==> src/rtl/chunked_add_ctrl.sv <==
// Multi-cycle wide adder: one CHUNK-wide ripple adder is reused over WIDTH/CHUNK cycles.
// Optional subtract mode (extra `sub` port) is enabled by defining CHUNKED_ADD_SUB_EN.

module ripple_crry_adder #(
  parameter int MaxSize = 32
) (
  input  logic [MaxSize-1:0] a_i,
  input  logic [MaxSize-1:0] b_i,
  input  logic               c_i,
  output logic [MaxSize-1:0] s_o,
  output logic               c_o
);

  always_comb begin
    logic c;
    c   = c_i;
    s_o = '0;
    for (int i = 0; i < MaxSize; i++) begin
      s_o[i] = a_i[i] ^ b_i[i] ^ c;
      c      = (a_i[i] & b_i[i]) | (c & (a_i[i] ^ b_i[i]));
    end
    c_o = c;
  end

endmodule

module chunked_add_ctrl #(
  parameter int WIDTH = 128,
  parameter int CHUNK = 32
) (
  input  logic             clk,
  input  logic             rst,
  input  logic             in_valid,
  output logic             in_ready,
  input  logic [WIDTH-1:0] a,
  input  logic [WIDTH-1:0] b,
  input  logic             cin,
`ifdef CHUNKED_ADD_SUB_EN
  input  logic             sub,
`endif
  output logic             out_valid,
  input  logic             out_ready,
  output logic [WIDTH-1:0] sum,
  output logic             cout
);

  localparam int N  = WIDTH / CHUNK;
  localparam int KW = (N > 1) ? $clog2(N) : 1;

  localparam logic [1:0] S_IDLE = 2'd0;
  localparam logic [1:0] S_RUN  = 2'd1;
  localparam logic [1:0] S_DONE = 2'd2;

  logic [1:0]       state_q, state_d;
  logic [KW-1:0]    k_q, k_d;
  logic             carry_q, carry_d;
  logic [WIDTH-1:0] a_q, a_d;
  logic [WIDTH-1:0] b_q, b_d;
  logic [WIDTH-1:0] sum_q, sum_d;
  logic             cout_q, cout_d;

  logic [CHUNK-1:0] add_a, add_b, add_s;
  logic             add_c;
  logic             accept;
  logic             sub_en;

`ifdef CHUNKED_ADD_SUB_EN
  assign sub_en = sub;
`else
  assign sub_en = 1'b0;
`endif

  assign in_ready  = (state_q == S_IDLE) && !rst;
  assign out_valid = (state_q == S_DONE);
  assign sum       = sum_q;
  assign cout      = cout_q;
  assign accept    = in_valid && in_ready;

  always_comb begin
    add_a = '0;
    add_b = '0;
    for (int i = 0; i < N; i++) begin
      if (k_q == KW'(i)) begin
        add_a = a_q[i*CHUNK +: CHUNK];
        add_b = b_q[i*CHUNK +: CHUNK];
      end
    end
  end

  ripple_crry_adder #(
    .MaxSize(CHUNK)
  ) u_adder (
    .a_i (add_a),
    .b_i (add_b),
    .c_i (carry_q),
    .s_o (add_s),
    .c_o (add_c)
  );

  always_comb begin
    state_d = state_q;
    k_d     = k_q;
    carry_d = carry_q;
    a_d     = a_q;
    b_d     = b_q;
    sum_d   = sum_q;
    cout_d  = cout_q;
    case (state_q)
      S_IDLE: begin
        if (accept) begin
          // Subtraction is A + ~B + 1; cin is ignored in that mode.
          a_d     = a;
          b_d     = sub_en ? ~b : b;
          carry_d = sub_en ? 1'b1 : cin;
          k_d     = '0;
          state_d = S_RUN;
        end
      end
      S_RUN: begin
        for (int i = 0; i < N; i++) begin
          if (k_q == KW'(i)) sum_d[i*CHUNK +: CHUNK] = add_s;
        end
        carry_d = add_c;
        if (k_q == KW'(N - 1)) begin
          cout_d  = add_c;
          k_d     = '0;
          state_d = S_DONE;
        end else begin
          k_d = k_q + 1'b1;
        end
      end
      S_DONE: begin
        if (out_ready) state_d = S_IDLE;
      end
      default: state_d = S_IDLE;
    endcase
  end

  always_ff @(posedge clk or posedge rst) begin
    if (rst) begin
      state_q <= S_IDLE;
      k_q     <= '0;
      carry_q <= 1'b0;
      sum_q   <= '0;
      cout_q  <= 1'b0;
    end else begin
      state_q <= state_d;
      k_q     <= k_d;
      carry_q <= carry_d;
      sum_q   <= sum_d;
      cout_q  <= cout_d;
    end
  end

  // Latched operands are only meaningful after an accept, so they carry no reset.
  always_ff @(posedge clk) begin
    a_q <= a_d;
    b_q <= b_d;
  end

endmodule

==> config.mk <==
export PLATFORM = sky130hd
export DESIGN_NAME = chunked_add_ctrl
export DESIGN_NICKNAME = d
export VERILOG_FILES = /design/src/rtl/chunked_add_ctrl.sv
export SDC_FILE = /design/constraint.sdc
export NUM_CORES = 1
export LEC_CHECK = 0
export BUFFER_PORTS_ARGS = -buffer_cell sky130_fd_sc_hd__buf_2
export CAP_MARGIN = 20
export CORE_MARGIN = 5
export CORE_UTILIZATION = 53
export DETAILED_ROUTE_END_ITERATION = 16
export PLACE_DENSITY = 0.87
export RECOVER_POWER = 25
export SETUP_SLACK_MARGIN = 0.2
export SYNTH_ARGS = -nofsm -noshare
export SYNTH_HDL_FRONTEND = slang
export SYNTH_HIERARCHICAL = 1
export SYNTH_SLANG_ARGS = --single-unit
==> constraint.sdc <==
create_clock -name clk -period 17.4 [get_ports clk]
set_input_delay 0.87 -clock clk [delete_from_list [all_inputs] [get_ports clk]]
set_output_delay 0.87 -clock clk [all_outputs]
set_load 0.03 [all_outputs]
; ---- Word-level counts from Yosys, hierarchy flattened
; Index checks and enable logic that the tools add are counted.
[classes]
addsub = 1
eq_ne = 8
n_mux = 17
bitwise = 160
n_reduce_logical = 13
[op_table]
columns = cell, count
row1 = two-way mux 32 bit, 8
row2 = AND 1 bit, 64
row3 = XOR 1 bit, 64
row4 = OR 1 bit, 32
row5 = AND reduction 2 bit, 6
row6 = two-way mux 2 bit, 5
row7 = "== test 2 bit, second input constant", 3
row8 = case mux 2 bit (3 select lines), 1
row9 = "== test 2 x 1 -> 1 bit, second input constant", 2
row10 = zero test 2 bit, 2
row11 = "!= test 2 bit, second input constant", 2
row12 = case mux 2 bit (2 select lines), 1
row13 = AND reduction 3 bit, 1
row14 = "adder 2 x 1 -> 2 bit, second input constant", 1
row15 = logical AND 1 bit, 2
row16 = "!= test 2 x 1 -> 1 bit, second input constant", 1
row17 = case mux 1 bit (2 select lines), 1
row18 = nonzero test 2 bit, 1
row19 = zero test 1 bit, 1
row20 = two-way mux 1 bit, 1
[totals]
register_bits = 390
in_bits = 261
out_inout_bits = 131
elab_cells = 209

; ---- Logic depth before layout (Yosys ltp)
; Gate-level depths: netlist (run 1).
[logic_depth]
depth_word = 71
ltp_mapped = 45
depth_no_buf = 43

; ---- Modules after synthesis
; The synthesis (run 1) kept the hierarchy.
[modules_own_cells]
columns = module, instances, cells_each, area_each_um2, seq_area_each_um2
row1 = chunked_add_ctrl, 1, 863, 14744.1, 11040.6
row2 = ripple_crry_adder, 1, 42, 678.2, 0.0

; ---- Least setup slack after synthesis (run 1)
; OpenSTA, ideal clock, no wires.
[synth_timing]
kind = reg-to-reg
startpoint = reg k_q[0]
endpoint = reg sum_q[127] (netlist: sum[127])
setup_ns = 0.065
t_arrival_ns = 13.821
required_ns = 17.335
setup_slack_ns = 3.514
path_stages_with_launch = 45
n_path_buf = 2
synth_period_minus_slack_ns = 13.886
path_cell_list = dfrtp_1 inv_1 ha_1 nor2b_1 buf_2 buf_4 a221oi_1 o31ai_1 fa_1 fa_1 fa_1 fa_1 fa_1 fa_1 fa_1 fa_1 fa_1 fa_1 [9 not listed] fa_1 fa_1 fa_1 fa_1 fa_1 fa_1 fa_1 fa_1 fa_1 fa_1 fa_1 fa_1 fa_1 fa_1 inv_1 fa_1 inv_1 mux2_2
[synth_between]
elab_chain_cells = 69
elab_cells_between_ends = 139
cone_classes = 3 x eq/ne / 8 x mux / 126 x bitwise / 2 x reduce/logical
[synth_rtl]
columns = element, line
row1 = start: declaration, 55  ; logic [KW-1:0] k_q, k_d;
row2 = start signal: assignment, 148  ; k_q <= k_d;
row3 = zero test 2 bit, 83  ; if (k_q == KW'(i)) begin
row4 = two-way mux 32 bit (3 in series), 83
row5 = two-way mux 32 bit *, 83
row6 = net add_a[0], 62  ; logic [CHUNK-1:0] add_a, add_b, add_s;
row7 = XOR 1 bit, 20  ; c = (a_i[i] & b_i[i]) | (c & (a_i[i] ^ b_i[i]));
row8 = AND 1 bit, 20
row9 = OR 1 bit *, 20
row10 = AND 1 bit *, 20
row11 = [53 not listed], -
row12 = AND 1 bit *, 20
row13 = OR 1 bit *, 20
row14 = AND 1 bit *, 20
row15 = OR 1 bit *, 20
row16 = AND 1 bit *, 20
row17 = OR 1 bit *, 20
row18 = XOR 1 bit *, 19  ; s_o[i] = a_i[i] ^ b_i[i] ^ c;
row19 = net add_s[31], 62
row20 = end signal: assignment, 150  ; sum_q <= sum_d;
row21 = end: declaration, 59  ; logic [WIDTH-1:0] sum_q, sum_d;
; Mark *: on every way through the listed nets, which the timed path passes. The rest lies on a longest branch.
; A chain may end at the register's enable or synchronous reset.

; ---- Worst setup path in the final report (run 1)
[layout_timing]
startpoint = reg k_q[1]
endpoint = reg sum_q[31] (netlist: sum[31])
[layout_between]
elab_chain_cells = 69
elab_cells_between_ends = 139
cone_classes = 3 x eq/ne / 8 x mux / 126 x bitwise / 2 x reduce/logical
[layout_rtl]
columns = element, line
row1 = zero test 2 bit, 83
row2 = two-way mux 32 bit (3 in series), 83
row3 = two-way mux 32 bit *, 83
row4 = net add_b[0], 62
row5 = XOR 1 bit, 20
row6 = AND 1 bit, 20
row7 = OR 1 bit *, 20
row8 = AND 1 bit *, 20
row9 = [53 not listed], -
row10 = AND 1 bit *, 20
row11 = OR 1 bit *, 20
row12 = AND 1 bit *, 20
row13 = OR 1 bit *, 20
row14 = AND 1 bit *, 20
row15 = OR 1 bit *, 20
row16 = XOR 1 bit *, 19
row17 = net add_s[31], 62
; Marked as above.

==> results of run 1 <==
-- final timing paths --
kind | from | slack (ps) | to
hold / removal | rst | 420 | cout
hold reg to reg | sum[102] | 480 | sum[102]
max in group asynchronous | rst | 15930 | sum[101]
setup / recovery | k_q[1] | 1920 | sum[31]
min in group clk | sum[102] | 480 | sum[102]
setup reg to reg | k_q[1] | 1920 | sum[31]
-- state kept, by name, summed over array words and instances (netlist names) --
signal   cells
a_q        128
b_q        128
carry_q      1
cout         1
k_q          2
state_q      2
sum        128
-- per-stage QoR --
| stage | utilization [%] | cells | cell area, µm² | worst slack (ps) |
|---|---|---|---|---|
| 6_report | 66.1 | 1724 | 19000 | 1920 |
| 5_1_grt | 66.0 | 1723 | 19000 | 1420 |
| 4_1_cts | 65.6 | 1701 | 18800 | 1910 |
| 3_5_place_dp | 61.4 | 1632 | 17600 | 1950 |
| 3_3_place_gp | 61.4 | 1632 | 17600 | 2180 |
| 2_1_floorplan | - | 905 | 15400 | 3510 |
-- power by group --
part | internal (mW) | switching [mW] | total (mW)
sequential | 1.25 | 0.109 | 1.36
combinational | 0.796 | 1.36 | 2.15
clock | 0.466 | 0.338 | 0.804
total | 2.51 | 1.80 | 4.32
-- Yosys cell counts --
cell type / n
a221oi_1: 63
nand2_4: 4
nor4bb_1: 1
o21ai_0: 3
mux2_2: 109
buf_4: 7
buf_2: 11
buf_6: 12
mux2_1: 21
nand2b_1: 1
a21o_1: 1
o31ai_1: 63
fa_1: 32
dfrtp_1: 134
a21oi_1: 3
a22oi_1: 1
nor3_1: 1
nand2_1: 65
clkbuf_1: 26
edfxtp_1: 256
inv_1: 16
and2_1: 1
nor2_1: 2
a22o_1: 3
ha_1: 4
nor2b_1: 65
-- routing by layer --
metal  global-route usage [%]  vias up  wire (µm)
li1                         -     4222          -
met1                     31.0     4820      15700
met2                     37.7      470      19500
met3                     4.14       96       2410
met4                     10.1        4       1470
met5                        0        -         21
-- cell type report --
cell class,count,area share [%]
antenna,20,0.264
clock buffer,52,5.70
clock inverter,17,0.726
inverter,16,0.343
multi-input combinational,443,21.2
sequential,390,58.2
tap,384,2.53
timing repair buffer,402,11.0
-- kinds of logic after synthesis --
family                   synth area share (%)
adder cells (fa/ha/maj)                  4.48
AND/OR/NAND/NOR                          4.74
multiplexers                             9.49
flip-flops                               71.6
buffers and inverters                    2.60
AO/OA/AOI/OAI                            7.11
-- worst register-to-register path: cells and delay by family (launching register included) --
family	cells	cell delay, ps
flip-flops	1	450
buffers and inverters	6	760
AND/OR/NAND/NOR	1	70
multiplexers	1	150
adder cells (fa/ha/maj)	33	13490
AO/OA/AOI/OAI	2	510
-- cells in the final DEF, fill, tap and decap left out, types with 8 or more instances in the layout --
cell and count:
a221oi_1 63, buf_2 380, buf_4 8, clkbuf_1 18
clkbuf_16 40, clkinv_2 10, dfrtp_1 134, diode_2 20
edfxtp_1 256, fa_1 32, inv_1 15, mux2_1 21
mux2_2 109, nand2_1 65, nor2b_1 64, o31ai_1 63
==> results.toml, run 1 <==
[outcome]
outcome = "completed"

[job]
cap_violations = 0

[critical_path]
required_ps = 17860
path_common_cell = "fa_1"
path_delay_family = "adder cells"
slowest_delay_ps = 880
path_class = "register to register"
crit_fanout = 44
arrival_ps = 15940
worst-path-stages = 43
end_kind = "register"
ff2ff_path_depth = 43
crit_slowest_cell = "ha_2"
start_kind = "register"
path_buf_inv = 6

[detailed_routing]
drt.antenna.violating_nets = 0
wl_per_cell_um = 22.7
drtIter0Drc = 931
dr.pass1.iters = 5
num_vias = 9612
drc = 0
vias_per_cell = 5.58
finalWirelength_um = 39200

[pwr]
p_leak_nw = 7.62
ir_worst_vdd_mv = 0.117
power_density_nw_per_um2 = 228
p_total_mw = 4.32

[global_route]
grt_max_degree = 101
grt_pass1_wl_um = 58900
antenna_found_initial = 20
grt-ovfl-total = 0
grtUsageTotal_pct = 23.2
grt_pass1_vias = 10100

[sta]
tns_ps = 0
worstMarginPinSlew_ps = 1070
layout_min_cycle_time_ps = 15480
final_max_slew_viol_count = 0
hold_viol = 0
grt_setup_unrepaired = "false"
max_freq_mhz = 64.6
skew_ps = 12.3
hold_ws_ps = 416
relSlewSlack_pct = 28.4
finalSetupViolations = 0
fin_crit_sh_pct = 89.0

[placement]
hpwl_um = 26900
place_congestion = 0.834
portBuffers = 391

[clock_network]
postCtsResizedCells = 0
clock_latency_ps = 520
cts_tree = "done"
cts_root_buf = "clkbuf_16"
cts_buffers = 39
cts-htree-levels = 2
clockBufferDepth = 3
clkTransAtPathRegs_ps = 60
cts_num_sinks = 390
postCtsSetupBuffers = 0
cts_hold_buf = 0

[floorplan]
core.rowCount = 62
top_level_ports = 392
die_h_um = 181
dieWidth_um = 181
core_area_um2 = 28700
initial_utilization_pct = 53.7
die_area_um2 = 32600

[synth]
synth_cell_types = 26
synth_fp_nets = 1202
yosys_warnings = 6
syn_inst = 905
synth.avg_cell_area_um2 = 17.0
synth_top_area_cell = "edfxtp_1"
synth_seq_cells = 390
synth_area_um2 = 15400
yosysSeqAreaShare_pct = 71.6
netlist_top_cells_area = "edfxtp_1 (50%), dfrtp_1 (22%), mux2_2 (8.0%)"
synth_top_area_share_pct = 49.8

[worst_hold_path]
hp-class = "primary input to asynchronous set/reset pin"

[final_layout]
finish.net_count = 1589
drive_above_1_share_pct = 43.0
fillers = 1975
syn_to_final_growth_pct = 22.9
multi_input_area_um2 = 4020
regArea_um2 = 11000
No activity file was read; power rests on OpenSTA's default activity.
==> inputs of run 2 (changes only) <==
--- a/config.mk
+++ b/config.mk
@@ -5,11 +5,12 @@
 export SDC_FILE = /design/constraint.sdc
 export NUM_CORES = 1
 export LEC_CHECK = 0
-export BUFFER_PORTS_ARGS = -buffer_cell sky130_fd_sc_hd__buf_2
+export BUFFER_PORTS_ARGS = -buffer_cell sky130_fd_sc_hd__buf_4
 export CAP_MARGIN = 20
 export CORE_MARGIN = 5
 export CORE_UTILIZATION = 53
 export DETAILED_ROUTE_END_ITERATION = 16
+export HOLD_SLACK_MARGIN = 0.1
 export PLACE_DENSITY = 0.87
 export RECOVER_POWER = 25
 export SETUP_SLACK_MARGIN = 0.2
==> results.toml, run 2 (same netlist as run 1, synthesis figures left out) <==
[clock_network]
cts_buffers = 40
clock_latency_ps = 520
cts_tree = "done"
postCtsSetupBuffers = 0
cts_root_buf = "clkbuf_16"
clkTransAtPathRegs_ps = 60
postCtsResizedCells = 0
cts_num_sinks = 390
cts_hold_buf = 0
clockBufferDepth = 3
cts-htree-levels = 2

[critical_path]
arrival_ps = 15230
start_kind = "register"
path_class = "register to register"
path_common_cell = "fa_1"
end_kind = "register"
slowest_delay_ps = 470
required_ps = 17850
crit_fanout = 43
setup.worst_path.start = "k_q[1]"
regToRegStartpoint = "k_q[1]"
crit_slowest_cell = "fa_1"

[global_route]
grt_pass1_wl_um = 58900
grt_pass1_vias = 10100
grt_max_degree = 100
grt-ovfl-total = 0
antenna_found_initial = 10
grtUsageTotal_pct = 23.3

[detailed_routing]
wl_per_cell_um = 22.8
dr.pass1.iters = 6
drc = 0
drtIter0Drc = 776
finalWirelength_um = 39000
drt.antenna.violating_nets = 0
vias_per_cell = 5.58
num_vias = 9543

[sta]
skew_ps = 19.3
hold_viol = 0
worstMarginPinSlew_ps = 1070
relSlewSlack_pct = 28.3
max_freq_mhz = 67.7
layout_min_cycle_time_ps = 14780
final_max_slew_viol_count = 0
finalSetupViolations = 0
fin_crit_sh_pct = 84.9
tns_ps = 0
grt_setup_unrepaired = "false"

[job]
cap_violations = 0

[pwr]
power_density_nw_per_um2 = 224
ir_worst_vdd_mv = 0.108
p_leak_nw = 7.93

[floorplan]
initial_utilization_pct = 53.7
die_area_um2 = 32600
dieWidth_um = 181
die_h_um = 181
core.rowCount = 62
top_level_ports = 392
core_area_um2 = 28700

[worst_hold_path]
hp-class = "primary input to asynchronous set/reset pin"

[placement]
place_congestion = 0.867
portBuffers = 391
placed_cell_area_um2 = 18600
hpwl_um = 27700

[final_layout]
final_area_um2 = 19900
final_common_cell = "edfxtp_1"
syn_to_final_growth_pct = 29.4
finish.net_count = 1589
fin_util_pct = 69.5
final_cell_mix = "edfxtp_1 (256), clkbuf_4 (222), buf_4 (172), dfrtp_1 (134), mux2_2 (109)"
drive_above_1_share_pct = 43.4

[outcome]
outcome = "completed"
==> run 2: through the flow <==
step	hold slack [ps]	total power, mW	cells	setup slack (ps)
after global routing	417	4.70	1709	2160
after global placement	476	3.54	1632	2870
after floorplan	473	2.79	905	3510
final	384	4.46	1709	2620
after CTS	383	4.49	1699	2610
after detailed placement	491	3.64	1632	2670
==> run 2: layout make-up <==
class	instances	area (µm²)
tap	384	480
fill	1831	8750
multi-input combinational	443	4020
clock inverter	10	125
clock buffer	57	1170
antenna	8	20.0
timing repair buffer	401	3030
inverter	16	65.1
sequential	390	11000
==> run 2: worst max-delay path, delay by kind of cell (launching register included) <==
kind                     cells  cell delay [ps]
adder cells (fa/ha/maj)     33            12850
AO/OA/AOI/OAI                2              500
multiplexers                 1              150
flip-flops                   1              460
buffers and inverters        6              730
==> run 2: worst paths after layout <==
kind | to | slack [ps] | cells past startpoint
max | sum[127] | 2620 | 42
min | state_q[0] | 380 | 2
max reg2reg | sum[127] | 2620 | 42
min reg2reg | sum[99] | 500 | 1
max in group asynchronous | sum[101] | 15980 | 4
min in group clk | sum[99] | 500 | 1
==> run 2: routing by layer <==
layer,wire length (µm),up-vias,part of all wire (%),global-route usage (%)
met5,27,-,0.069,0
met4,1520,4,3.9,8.83
met3,2780,97,7.1,5.47
met2,19500,448,50,38.7
met1,15200,4783,39,30.2
li1,-,4211,-,-
==> run 2: power breakdown <==
group / switching, mW / internal (mW) / leakage, nW
clock network: 0.333 / 0.509 / 0.633
registers: 0.118 / 1.25 / 3.95
logic: 1.36 / 0.895 / 3.35
